File: src/rtl/uart_rx.sv
// uart_rx: 8-bit LSB-first asynchronous receiver with optional parity and 1 or 2 stop bits.
// Define UART_RX_MAJORITY_EN to vote each sample over three clocks (requires CYC >= 4).
module uart_rx #(
   parameter int unsigned p_clk_speed_hz = 50_000_000,
   parameter int unsigned p_baud_rate    = 9_600
) (
   input  logic       clk_i,
   input  logic       rst_n_i,
   input  logic       data_i,
   input  logic       parity_en_i,
   input  logic       parity_sel_i,
   input  logic       stop_sel_i,
   output logic [7:0] data_o,
   output logic       data_valid_o,
   output logic       parity_err_o,
   output logic       frame_err_o,
   output logic       busy_o
);

   localparam int unsigned Cyc  = p_clk_speed_hz / p_baud_rate;
   localparam int unsigned Half = (Cyc + 1) / 2;
   localparam int unsigned CntW = (Cyc < 2) ? 1 : $clog2(Cyc + 1);

   localparam logic [CntW-1:0] CntMax = CntW'(Cyc);
`ifdef UART_RX_MAJORITY_EN
   // The vote needs the sample after the centre, so the start check moves one clock later
   // and every later sample inherits that shift through the counter clear.
   localparam logic [CntW-1:0] StartPt = CntW'(Half + 1);
`else
   localparam logic [CntW-1:0] StartPt = CntW'(Half);
`endif

   typedef enum logic [2:0] {
      StIdle   = 3'd0,
      StStart  = 3'd1,
      StData   = 3'd2,
      StParity = 3'd3,
      StStop   = 3'd4,
      StBreak  = 3'd5
   } state_e;

   state_e          state_q, state_d;
   logic [1:0]      sync_q;
   logic            rx_s;
   logic            bit_s;
   logic [CntW-1:0] cnt_q, cnt_d;
   logic [2:0]      bit_cnt_q, bit_cnt_d;
   logic [7:0]      shift_q, shift_d;
   logic            par_en_q, par_en_d;
   logic            par_sel_q, par_sel_d;
   logic            stop_sel_q, stop_sel_d;
   logic            stop2_q, stop2_d;
   logic            perr_q, perr_d;
   logic            ferr_q, ferr_d;
   logic [7:0]      data_q, data_d;
   logic            valid_q, valid_d;
   logic            perr_out_q, perr_out_d;
   logic            ferr_out_q, ferr_out_d;
   logic            exp_par;
   logic            ferr_final;

   assign rx_s = sync_q[1];

`ifdef UART_RX_MAJORITY_EN
   logic [1:0] hist_q;

   always_ff @(posedge clk_i or negedge rst_n_i) begin
      if (!rst_n_i) begin
         hist_q <= 2'b11;
      end else begin
         hist_q <= {hist_q[0], rx_s};
      end
   end

   assign bit_s = (rx_s & hist_q[0]) | (rx_s & hist_q[1]) | (hist_q[0] & hist_q[1]);
`else
   assign bit_s = rx_s;
`endif

   assign exp_par    = par_sel_q ? ^shift_q : ~^shift_q;
   assign ferr_final = ferr_q | ~bit_s;

   always_comb begin
      state_d    = state_q;
      cnt_d      = (cnt_q == CntMax) ? '0 : cnt_q + CntW'(1);
      bit_cnt_d  = bit_cnt_q;
      shift_d    = shift_q;
      par_en_d   = par_en_q;
      par_sel_d  = par_sel_q;
      stop_sel_d = stop_sel_q;
      stop2_d    = stop2_q;
      perr_d     = perr_q;
      ferr_d     = ferr_q;
      data_d     = data_q;
      valid_d    = 1'b0;
      perr_out_d = perr_out_q;
      ferr_out_d = ferr_out_q;

      unique case (state_q)
         StIdle: begin
            cnt_d = '0;
            if (!rx_s) begin
               state_d    = StStart;
               par_en_d   = parity_en_i;
               par_sel_d  = parity_sel_i;
               stop_sel_d = stop_sel_i;
            end
         end
         StStart: begin
            if (cnt_q == StartPt) begin
               if (bit_s) begin
                  state_d = StIdle;
               end else begin
                  state_d   = StData;
                  bit_cnt_d = '0;
                  stop2_d   = 1'b0;
                  perr_d    = 1'b0;
                  ferr_d    = 1'b0;
               end
            end
         end
         StData: begin
            if (cnt_q == CntMax) begin
               shift_d   = {bit_s, shift_q[7:1]};
               bit_cnt_d = bit_cnt_q + 3'd1;
               if (bit_cnt_q == 3'd7) begin
                  state_d = par_en_q ? StParity : StStop;
               end
            end
         end
         StParity: begin
            if (cnt_q == CntMax) begin
               perr_d  = (bit_s != exp_par);
               state_d = StStop;
            end
         end
         StStop: begin
            if (cnt_q == CntMax) begin
               if (stop_sel_q && !stop2_q) begin
                  stop2_d = 1'b1;
                  ferr_d  = ferr_final;
               end else begin
                  valid_d    = 1'b1;
                  data_d     = shift_q;
                  perr_out_d = par_en_q & perr_q;
                  ferr_out_d = ferr_final;
                  // A low stop bit may be a held-low line; wait for idle before rearming.
                  state_d    = ferr_final ? StBreak : StIdle;
               end
            end
         end
         StBreak: begin
            cnt_d = '0;
            if (rx_s) begin
               state_d = StIdle;
            end
         end
         default: begin
            state_d = StIdle;
         end
      endcase

      if (state_d != state_q) begin
         cnt_d = '0;
      end
   end

   always_ff @(posedge clk_i or negedge rst_n_i) begin
      if (!rst_n_i) begin
         state_q    <= StIdle;
         sync_q     <= 2'b11;
         cnt_q      <= '0;
         bit_cnt_q  <= '0;
         shift_q    <= '0;
         par_en_q   <= 1'b0;
         par_sel_q  <= 1'b0;
         stop_sel_q <= 1'b0;
         stop2_q    <= 1'b0;
         perr_q     <= 1'b0;
         ferr_q     <= 1'b0;
         data_q     <= '0;
         valid_q    <= 1'b0;
         perr_out_q <= 1'b0;
         ferr_out_q <= 1'b0;
      end else begin
         state_q    <= state_d;
         sync_q     <= {sync_q[0], data_i};
         cnt_q      <= cnt_d;
         bit_cnt_q  <= bit_cnt_d;
         shift_q    <= shift_d;
         par_en_q   <= par_en_d;
         par_sel_q  <= par_sel_d;
         stop_sel_q <= stop_sel_d;
         stop2_q    <= stop2_d;
         perr_q     <= perr_d;
         ferr_q     <= ferr_d;
         data_q     <= data_d;
         valid_q    <= valid_d;
         perr_out_q <= perr_out_d;
         ferr_out_q <= ferr_out_d;
      end
   end

   assign data_o       = data_q;
   assign data_valid_o = valid_q;
   assign parity_err_o = perr_out_q;
   assign frame_err_o  = ferr_out_q;
   assign busy_o       = (state_q != StIdle);

endmodule

File: config.mk
export PLATFORM = sky130hd
export DESIGN_NAME = uart_rx
export DESIGN_NICKNAME = d
export VERILOG_FILES = /design/src/rtl/uart_rx.sv
export SDC_FILE = /design/constraint.sdc
export NUM_CORES = 1
export LEC_CHECK = 0
export BUFFER_PORTS_ARGS = -buffer_cell sky130_fd_sc_hd__buf_2
export CAP_MARGIN = 20
export CORE_MARGIN = 5
export CORE_UTILIZATION = 50
export DETAILED_ROUTE_END_ITERATION = 10
export PLACE_DENSITY = 0.76
export SLEW_MARGIN = 20
export SYNTH_ARGS = -nofsm -noshare
export SYNTH_HDL_FRONTEND = slang
export SYNTH_SLANG_ARGS = --single-unit
File: constraint.sdc
create_clock -name clk_i -period 2.6 [get_ports clk_i]
set_input_delay 0.26 -clock clk_i [delete_from_list [all_inputs] [get_ports clk_i]]
set_output_delay 0.26 -clock clk_i [all_outputs]
set_load 0.02 [all_outputs]
==> results.yml <==
outcome:
  status: "complete, but fails checks"
  failed_checks: "hold timing"
final_layout:
  post-route-util_pct: 58.1
  mostFrequentLayoutCell: "dfrtp_1"
  area_growth_pct: 10.6
  fillCellCount: 360
  layout_common_cells: "dfrtp_1, nor2_1, buf_2"
  drive_gt1_share_pct: 27.6
  num_antenna_cells: 0
  fin_nets: 234
hold_path:
  min_path_type: "in -> async"
timing:
  fin_setup_tns_ps: 0
  worstMarginPinSlew_ps: 566
  hold_viol_final: 44
  finalSetupViolCount: 0
  post-route-period-util_pct: 86.1
  skew_ps: 9.81
  rsz0062_at_grt: "false"
  timing.fmax_mhz: 447
  whs_ps: -42.1
  fin_crit_ps: 2240
  slew_violations: 0
  slew_headroom_pct: 62.2
critical_path:
  cp.depth: 6
  worstPathRequired_ps: 2790
  r2r-end: "data_o[5]$_DFFE_PN0P_"
  startpoint: "cnt_q[0]$_DFF_PN0_"
  critPathSlowestCell: "or3_1"
  max_stage_delay_ps: 630
  cp_top_family: "simple AND/OR/NAND/NOR gates"
  crit_chain: "inv_1 > ha_1 > and4bb_2 > nand3_2 > or3_1 > mux2_4"
  cp.arrival_ps: 2430
  reg2reg_setup_slack_ps: 360
  reg2reg_depth: 6
  path_buf_inv: 1
  crit_end: "data_o[5]$_DFFE_PN0P_"
  crit_type: "reg -> reg"
  crit_path_end_kind: "register"
  r2r_start: "cnt_q[0]$_DFF_PN0_"
  start_kind: "register"
  critPathMaxFanout: 10
clock_tree:
  clock_sinks: 46
  root_buffer: "clkbuf_8"
  cts_resized: 0
  cts_tree: "built"
  insertion_delay_ps: 300
  hold_buffers: 0
  cts_made_buffers: 5
  h-tree-depth: 2
  clk_transition_reported_paths_ps: 90
  cts_setup_buffers: 0
  cts_buffer_depth: 2
synthesis:
  ys_seq_area_share_pct: 49.8
  synth_fa_ha_area_share_pct: 2.16
  syn_nets: 213
  ys_async_sr_fraction_pct: 100
  synth-simple-area-share_pct: 19.7
  synth_area_um2: 2320
  synthFlopType: "dfrtp_1"
  yosys_warnings: 0
  syn_area_per_cell_um2: 11.4
  synth_edf_count: 0
  syn_inst: 203
  synth_compound_area_share_pct: 7.02
  synth_cell_types: 45
  synth_xor_area_share_pct: 7.56
  synth-seq-cells: 46
  synth.top_cell.area_share_pct: 47.5
  synth_largest_area_cell: "dfrtp_1"
  synth_area_leaders: "dfrtp_1, mux2_2, mux2_4"
  synth_top_family_by_area: "simple AND/OR/NAND/NOR gates"
  synthMuxAreaShare_pct: 11.0
drt:
  wl_mm: 4.17
  wire_per_inst_um: 15.1
  via_count: 1558
  first_iter_violations: 124
  drc: 0
  drt-pass1-iter-count: 4
  viasPerCell: 5.62
  ant_nets: 0
grt:
  grt_pass1_wl_mm: 7.45
  grt_pass1_vias: 1545
  grtUsageTotal_pct: 15.1
  grt_max_degree: 47
  grt_overflow: 0
  antenna_found_initial: 0
floorplanning:
  core-area_um2: 4410
  start_util_pct: 52.5
  rows: 24
  dieWidth_um: 78.1
  io-pin-count: 18
  dieArea_um2: 6100
  die_h_um: 78.1
pwr:
  ir_worst_vdd_v: 0.000274
  power_density_nw_per_um2: 498
  leakage_nw: 1.22
placed_design:
  portBuffers: 17
  gp_congestion: 0.814
  post-dp-hpwl_mm: 3.01
job:
  drv_cap: 0
-- sequential cells by signal, indices dropped and copies added, names as in the netlist, 2 cells and up --
| signal | count |
|---|---|
| bit_cnt_q | 3 |
| shift_q | 8 |
| data_o | 8 |
| state_q | 3 |
| cnt_q | 13 |
| sync_q | 2 |
-- synthesized netlist by cell type, types with 2 or more instances --
cell type	instances
dfrtp_1	44
nor2_1	19
mux2_2	12
xor2_1	11
nand2_1	9
xnor2_1	9
mux2_4	8
nor3_1	8
nand3_1	7
nand4_1	7
a21oi_1	6
inv_1	6
o21ai_0	5
ha_1	4
and3_2	3
clkbuf_1	3
nor4bb_1	3
or3_1	3
a211o_1	2
a22o_1	2
and3_1	2
buf_6	2
dfstp_2	2
nand2b_1	2
nor2b_1	2
nor4_1	2
o21ai_1	2
-- stage by stage --
step	area, um2	total power, mW	setup slack (ps)	hold WS, ps	cells
4_1_cts	2560	1.30	364	50.7	277
2_1_floorplan	2320	0.747	644	-35.6	203
3_3_place_gp	2450	0.767	434	345	269
3_5_place_dp	2450	0.767	355	348	269
5_1_grt	2560	1.33	254	2.41	277
6_report	2560	1.28	362	-42.1	277
-- worst min-delay path by stage --
stage                        start                        to  slack [ps]  cells after the start
2_1_floorplan              rst_n_i  bit_cnt_q[0]$_DFFE_PN0P_         -40                      0
3_5_place_dp   sync_q[0]$_DFF_PN1_       sync_q[1]$_DFF_PN1_         350                      0
6_report                   rst_n_i        cnt_q[4]$_DFF_PN0_         -40                      1
5_1_grt                    rst_n_i        cnt_q[4]$_DFF_PN0_           2                      1
3_3_place_gp   sync_q[0]$_DFF_PN1_       sync_q[1]$_DFF_PN1_         350                      0
4_1_cts                     data_i       sync_q[0]$_DFF_PN1_          50                      1
-- routing by layer --
| metal | wire, um | track usage [%] |
|---|---|---|
| met2 | 1840 | 21.5 |
| met4 | 92 | 6.08 |
| met3 | 139 | 2.86 |
| met1 | 2100 | 22.7 |
| met5 | 0 | 0 |
-- report_power, final --
part           switching, mW  internal (mW)
clock                  0.237          0.288
sequential           0.00473          0.720
combinational         0.0183        0.00966
-- cells by family (layout without fill, tap and decap cells) --
group,Yosys count,in the layout
AO/OA/AOI/OAI,24,24
buffers and inverters,12,34
XOR/XNOR,20,20
flip-flops,46,46
AND/OR/NAND/NOR,77,77
adder cells (fa/ha/maj),4,4
multiplexers,20,20
-- cell type report --
class	count	area, um2	share of cell area, %
flip-flops and latches	46	1150	45.0
multi-input cells	145	1100	42.9
repair buffers	20	110	4.29
clock buffers	5	68.8	2.68
well taps	52	65.1	2.54
clock inverters	3	43.8	1.71
inverters	6	22.5	0.878
(Power assumes the default switching activity.)
